### src/rtl/lr35902_ppu_pxfifo.sv
// Pixel FIFO and mixer for the LR35902 PPU: queues BG fetcher rows, overlays
// object rows onto the oldest queued pixels, applies fine-scroll discard and
// maps each shifted pixel through the BG or object palette.
module lr35902_ppu_pxfifo #(
    parameter int DEPTH    = 16,
    parameter int MIN_FILL = 8,
    parameter int WIDTH    = 160
) (
    input  logic                         clk,
    input  logic                         reset,
    input  logic                         line_start,
    input  logic [2:0]                   scx_fine,
    input  logic                         bg_push,
    input  logic [7:0]                   bg_lo,
    input  logic [7:0]                   bg_hi,
    output logic                         bg_ready,
    input  logic                         obj_merge,
    input  logic [7:0]                   obj_lo,
    input  logic [7:0]                   obj_hi,
    input  logic                         obj_pal,
    input  logic                         obj_prio,
    output logic                         obj_ready,
    input  logic                         stall,
    input  logic                         bg_ena,
    input  logic                         obj_ena,
    input  logic [7:0]                   bgp,
    input  logic [7:0]                   obp0,
    input  logic [7:0]                   obp1,
    output logic                         px_out,
    output logic [1:0]                   px,
    output logic [7:0]                   px_cnt,
    output logic                         line_done,
    output logic [$clog2(DEPTH+1)-1:0]   fifo_len
);
    localparam int LW = $clog2(DEPTH + 1);

    typedef struct packed {
        logic [1:0] bg;
        logic [1:0] oc;
        logic       pal;
        logic       prio;
    } slot_t;

    // slot_cur[0] is the oldest queued pixel
    slot_t         slot_cur [DEPTH];
    logic [LW-1:0] len_reg;
    logic [7:0]    cnt_reg;
    logic [2:0]    disc_reg;
    logic          px_out_reg;
    logic [1:0]    px_reg;

    logic          do_shift;
    logic          do_merge;
    logic          do_push;
    logic          flush;
    logic [LW-1:0] push_base;
    logic [1:0]    push_px [8];
    slot_t         head;
    logic [1:0]    bg_eff;
    logic [1:0]    mix_next;

    assign line_done = (cnt_reg == 8'(WIDTH));
    assign bg_ready  = (len_reg <= LW'(DEPTH - 8)) && !line_done;
    assign obj_ready = (len_reg >= LW'(8)) && !line_done;

    // Event priority: line_start overrides everything; merge holds off the shift.
    assign do_shift  = !line_start && !line_done && !stall && !obj_merge &&
                       (len_reg > LW'(MIN_FILL));
    assign do_merge  = !line_start && obj_merge && obj_ready;
    assign do_push   = !line_start && bg_push && bg_ready;
    assign flush     = line_start || line_done;

    // New row lands right behind whatever survives this cycle's shift.
    assign push_base = len_reg - LW'(do_shift);
    assign head      = slot_cur[0];

    generate
        for (genvar gi = 0; gi < 8; gi++) begin : g_push_px
            assign push_px[gi] = {bg_hi[7-gi], bg_lo[7-gi]};
        end
    endgenerate

    generate
        for (genvar gi = 0; gi < DEPTH; gi++) begin : g_slot
            slot_t      q_reg;
            slot_t      d_next;
            slot_t      up;
            logic [1:0] obj_c;

            if (gi < DEPTH - 1) begin : g_up
                assign up = slot_cur[gi+1];
            end else begin : g_up_end
                assign up = '0;
            end

            // Only the 8 oldest slots are reachable by an object row.
            if (gi < 8) begin : g_obj
                assign obj_c = {obj_hi[7-gi], obj_lo[7-gi]};
            end else begin : g_no_obj
                assign obj_c = 2'd0;
            end

            // Next slot contents: shift, then object overlay (first object wins), then push.
            always_comb begin
                int off;
                d_next = q_reg;
                off    = gi - int'(push_base);
                if (do_shift) begin
                    d_next = up;
                end
                if (do_merge && obj_c != 2'd0 && d_next.oc == 2'd0) begin
                    d_next.oc   = obj_c;
                    d_next.pal  = obj_pal;
                    d_next.prio = obj_prio;
                end
                if (do_push && off >= 0 && off < 8) begin
                    d_next.bg   = push_px[off[2:0]];
                    d_next.oc   = 2'd0;
                    d_next.pal  = 1'b0;
                    d_next.prio = 1'b0;
                end
                if (flush) begin
                    d_next = '0;
                end
            end

            // Slot storage register.
            always_ff @(posedge clk) begin
                if (reset) begin
                    q_reg <= '0;
                end else begin
                    q_reg <= d_next;
                end
            end

            assign slot_cur[gi] = q_reg;
        end
    endgenerate

    // Mix the head slot: object wins unless transparent or behind a non-zero BG.
    always_comb begin
        bg_eff   = bg_ena ? head.bg : 2'd0;
        mix_next = bgp[{bg_eff, 1'b0} +: 2];
        if (obj_ena && head.oc != 2'd0 && !(head.prio && bg_eff != 2'd0)) begin
            mix_next = head.pal ? obp1[{head.oc, 1'b0} +: 2] : obp0[{head.oc, 1'b0} +: 2];
        end
    end

    // Occupancy, pixel counter, discard counter and registered pixel output.
    always_ff @(posedge clk) begin
        if (reset) begin
            len_reg    <= '0;
            cnt_reg    <= 8'd0;
            disc_reg   <= 3'd0;
            px_out_reg <= 1'b0;
            px_reg     <= 2'd0;
        end else if (line_start) begin
            len_reg    <= '0;
            cnt_reg    <= 8'd0;
            disc_reg   <= scx_fine;
            px_out_reg <= 1'b0;
        end else if (line_done) begin
            len_reg    <= '0;
            px_out_reg <= 1'b0;
        end else begin
            len_reg    <= len_reg - LW'(do_shift) + (do_push ? LW'(8) : LW'(0));
            px_out_reg <= 1'b0;
            if (do_shift) begin
                if (disc_reg != 3'd0) begin
                    disc_reg <= disc_reg - 3'd1;
                end else begin
                    cnt_reg    <= cnt_reg + 8'd1;
                    px_out_reg <= 1'b1;
                    px_reg     <= mix_next;
                end
            end
        end
    end

    assign px_out   = px_out_reg;
    assign px       = px_reg;
    assign px_cnt   = cnt_reg;
    assign fifo_len = len_reg;

endmodule

### config.mk
export PLATFORM = sky130hd
export DESIGN_NAME = lr35902_ppu_pxfifo
export DESIGN_NICKNAME = d
export VERILOG_FILES = /design/src/rtl/lr35902_ppu_pxfifo.sv
export SDC_FILE = /design/constraint.sdc
export NUM_CORES = 1
export LEC_CHECK = 0
export ABC_AREA = 1
export CAP_MARGIN = 5
export CORE_MARGIN = 3
export CORE_UTILIZATION = 42
export DETAILED_ROUTE_END_ITERATION = 8
export DONT_BUFFER_PORTS = 1
export GPL_ROUTABILITY_DRIVEN = 1
export PLACE_DENSITY_LB_ADDON = 0.2
export SETUP_SLACK_MARGIN = 0.1
export SLEW_MARGIN = 20
export SYNTH_ARGS = -nofsm -noshare
export SYNTH_HDL_FRONTEND = slang
export SYNTH_SLANG_ARGS = --single-unit
### constraint.sdc
create_clock -name clk -period 3.5 [get_ports clk]
set_input_delay 0.525 -clock clk [delete_from_list [all_inputs] [get_ports clk]]
set_output_delay 0.525 -clock clk [all_outputs]
set_load 0.03 [all_outputs]
==> impl_summary.md <==
Timing
At the pin with the least slew margin, the transition time is between 0.7 and 0.8 ns. The total count of max-transition violations in the final report is 0. The clock arrives with 0.00678 ns of skew. The worst hold-check slack is around 0.25 ns. The final number of hold-violating endpoints is 0. Derived from the worst setup path, the maximum achievable clock frequency is 334 MHz. The sum of negative setup slack is 0 ns. Setup repair after global routing left no endpoint under its margin. The post-layout minimum cycle time is 2.99 ns. The final-report setup violation count is 0. The final period utilization is 85.5%. The worst slew slack as a fraction of its limit is 53.2%.

Power
In this run the power spent charging and discharging nets is ~0.0005 W. The internal power of the cells totals 0.00152 W. The clock network fraction of design power is 44.4%. The switching share of power is 24.8%.

The leakage dissipation is 2.48 nW. The power per cell area is 340 mW/mm2. VDD sags by at most approximately 0.21 mV. The register share of total power is 47.7%.

The combinational group share of total power is 7.9%.

CTS
The master cell of the clock root buffer is sky130_fd_sc_hd__clkbuf_16. The number of setup buffers added after CTS is 0. The clock passes through at most 2 buffers. In this run the number of H-tree levels came out at 3. At the later pin of the worst-skew pair, clock insertion delay measures ~0.34 ns.

In this run, post-CTS hold repair placed 0 buffers. Clock-pin slew was measured on the worst setup and hold paths at 0.06 ns. The number of sinks handled by clock tree synthesis is 83.

Clock tree synthesis inserted a total of 9 buffers. TritonCTS built the clock tree. Once the clock tree was built, the resizer swapped 0 gates to a different size.

Critical path
The setup slack on the worst flop-to-flop path is 0.51 ns. For the worst setup path, the data required time is 3.77 ns. Of all nets on the critical path, the largest fanout is 8.

The endpoint type of the worst setup path is a register. The worst endpoint data arrival time is between 3 and 4 ns. The endpoint of the most critical register-to-register path is g_slot[1].up[5]$_SDFFE_PP0P_. The category of the most critical setup path is register to register. The kind of start point of the critical path is a register. In this run the critical register-to-register path is launched from px_cnt[0]$_SDFFE_PP0P_. The number of cells on the worst reg-to-reg path is 19.

Cells and area
The library cell used most frequently in the layout, excluding fill and tap cells, is sky130_fd_sc_hd__nand2_1. The area growth from synthesis to layout is 8.85%. The antenna diode count is 0. The layout has 1408 filler cells. In the final layout, the share of cells above drive strength 1 is 11.1%. For this run, the post-layout net count is 952. The finished layout holds 1048 standard cells, fillers aside.

The final core utilization is 46.9%. The library cells used most frequently in the layout, excluding fill and tap cells, are sky130_fd_sc_hd__nand2_1 (267), sky130_fd_sc_hd__dfxtp_1 (82), sky130_fd_sc_hd__inv_1 (77). The register with the most flip-flops in the layout has 56 of them.

The finished layout cell area is 0.00594 mm2.

Drt
The via density per instance is 5.21. The remaining routing DRC violations is 0. For this block, the routed nets add up to 14.6 mm of wire. The via count is 5461.

For this block, the initial DRC count from the detailed router was 363. The final routed wire length divided by cell count is 13.9 um. The number of routed nets with antenna violations is 0. The detailed-router iteration count before antenna repair is 5.

Die
The floorplan die area is 0.0144 mm2. The width of the die is around 120 um. The number of standard-cell rows in the floorplan is 41. The standard cell core area is 0.0127 mm2. The initial core utilization is 43.1%.

The I/O pin total is 88. The floorplan die height is 120 um.

GRT
The global-route wire length before repair is roughly 23 mm. In the global route stage, overall resource usage came out at 19.9%. The maximum number of pins on one net before global-route repair is 67. For this run the aggregate overflow at the end of global routing stands at 0. The number of antenna violations at the first check in global routing is 0. The via count of the first global-routing pass was 4787.

Placed design
Routability-driven placement finished with a final weighted congestion of 0.886. Once detailed placement completed, the half-perimeter wirelength came to roughly 11 mm. During placement, the flow inserted port buffers numbering 0. The number of cells in the design after placement is 1034. Summing all placed instances gives a cell area of 0.00567 mm2.

Run
The max-cap violation count is 0.

Synth
After synthesis, the mean cell area works out to between 6 and 7 um2. For this run, the register share of the synthesized area comes to 30.5%. The number of nets in the synthesized netlist is 944. The synthesized netlist contains 38 unique library cells. The synthesized design contains 83 register bits. The synthesis warning total is 0. The cell count after synthesis came out at 865. The mapped netlist covers 0.00546 mm2.

Outcome
The run finished with clean final reports.

Min path
In this run the most critical hold path is launched from reset. For hold timing, the worst endpoint is px_out$_SDFF_PP0_. The number of stages on the worst hold path is 1.

The path type of the worst min-delay path is primary input to register.
==> metrics by stage <==
step | setup slack [ns] | power, W
3_3_place_gp | 0.504 | 0.00114
3_5_place_dp | 0.506 | 0.00114
2_1_floorplan | 0.121 | 0.00110
4_1_cts | 0.471 | 0.00204
5_1_grt | 0.261 | 0.00209
6_report | 0.507 | 0.00202
==> worst max-delay path by stage <==
stage | cells after the start | slack, ns | end | from
floorplan | 21 | 0.12 | g_slot[5].up[5]$_SDFFE_PP0P_ | px_cnt[1]$_SDFFE_PP0P_
global placement | 18 | 0.50 | g_slot[12].up[5]$_SDFFE_PP0P_ | px_cnt[0]$_SDFFE_PP0P_
detailed placement | 18 | 0.51 | g_slot[12].up[5]$_SDFFE_PP0P_ | px_cnt[0]$_SDFFE_PP0P_
CTS | 18 | 0.47 | g_slot[12].up[5]$_SDFFE_PP0P_ | px_cnt[0]$_SDFFE_PP0P_
global route | 18 | 0.26 | g_slot[12].up[5]$_SDFFE_PP0P_ | px_cnt[0]$_SDFFE_PP0P_
finish | 19 | 0.51 | g_slot[1].up[5]$_SDFFE_PP0P_ | px_cnt[0]$_SDFFE_PP0P_
==> synthesized netlist by cell type (all sizes together) <==
cell type / n / share of area (%)
a21boi: 1 / 0.14
a21oi: 60 / 5.5
a31oi: 8 / 0.92
and2: 5 / 0.57
buf: 25 / 3.3
clkbuf: 3 / 0.23
clkinv: 1 / 0.092
dfxtp: 83 / 30
ha: 10 / 2.3
inv: 85 / 5.8
mux2i: 5 / 0.92
nand2: 288 / 21
nand3: 59 / 6.3
nand4: 50 / 6.0
nor2: 84 / 6.6
nor3: 3 / 0.48
o211a: 1 / 0.18
o211ai: 6 / 0.83
o21a: 1 / 0.14
o21ai: 77 / 7.1
o22ai: 4 / 0.46
o31ai: 1 / 0.14
or2: 4 / 0.46
xnor2: 1 / 0.16
==> logic make-up after synthesis <==
family / after synthesis / synth area share [%]
buffers and inverters: 114 / 9.47
DFF: 83 / 30.5
adders and majority gates: 10 / 2.29
and+or+nand+nor: 493 / 41.3
xor gates and xnor gates: 1 / 0.161
muxes: 5 / 0.917
AOI/OAI and AO/OA: 159 / 15.4
==> power groups by stage <==
stage / clock network (W) / registers (W) / logic, W
after floorplan: 0 / 0.000982 / 0.000122
after global placement: 0 / 0.000983 / 0.000160
after detailed placement: 0 / 0.000983 / 0.000160
after CTS: 0.000917 / 0.000962 / 0.000160
after global routing: 0.000950 / 0.000963 / 0.000181
final: 0.000896 / 0.000962 / 0.000160
==> critical path, stage by stage (launching register included) <==
cell and delay [ns]:
sky130_fd_sc_hd__dfxtp_2 0.32, sky130_fd_sc_hd__inv_1 0.09, sky130_fd_sc_hd__ha_1 0.15, sky130_fd_sc_hd__nand2_1 0.05
sky130_fd_sc_hd__nor2_1 0.18, sky130_fd_sc_hd__nand2_4 0.08, sky130_fd_sc_hd__nand3_4 0.08, sky130_fd_sc_hd__inv_2 0.04
sky130_fd_sc_hd__ha_1 0.20, sky130_fd_sc_hd__ha_1 0.30, sky130_fd_sc_hd__inv_1 0.06, sky130_fd_sc_hd__buf_4 0.16
sky130_fd_sc_hd__ha_1 0.19, sky130_fd_sc_hd__inv_1 0.05, sky130_fd_sc_hd__nand2_1 0.08, sky130_fd_sc_hd__nand2_1 0.16
sky130_fd_sc_hd__inv_1 0.10, sky130_fd_sc_hd__o21ai_0 0.32, sky130_fd_sc_hd__nand3_1 0.13, sky130_fd_sc_hd__a31oi_1 0.17
==> layer usage <==
layer	vias up	global-route usage [%]	part of all wire (%)
li1	2864	-	-
met1	2456	25.4	46
met2	117	32.7	47
met3	24	4.15	5.2
met4	0	8.09	2.4
met5	-	0	0
==> final cells by class <==
| type | instances | area, um2 | area share, % |
|---|---|---|---|
| sequential | 83 | 1660 | 28.0 |
| inverter | 86 | 324 | 5.46 |
| multi-input combinational | 668 | 3280 | 55.2 |
| clock buffer | 12 | 256 | 4.32 |
| clock inverter | 2 | 12.5 | 0.211 |
| tap | 172 | 215 | 3.62 |
| timing repair buffer | 25 | 188 | 3.16 |
Power figures use the tool's default switching activity.
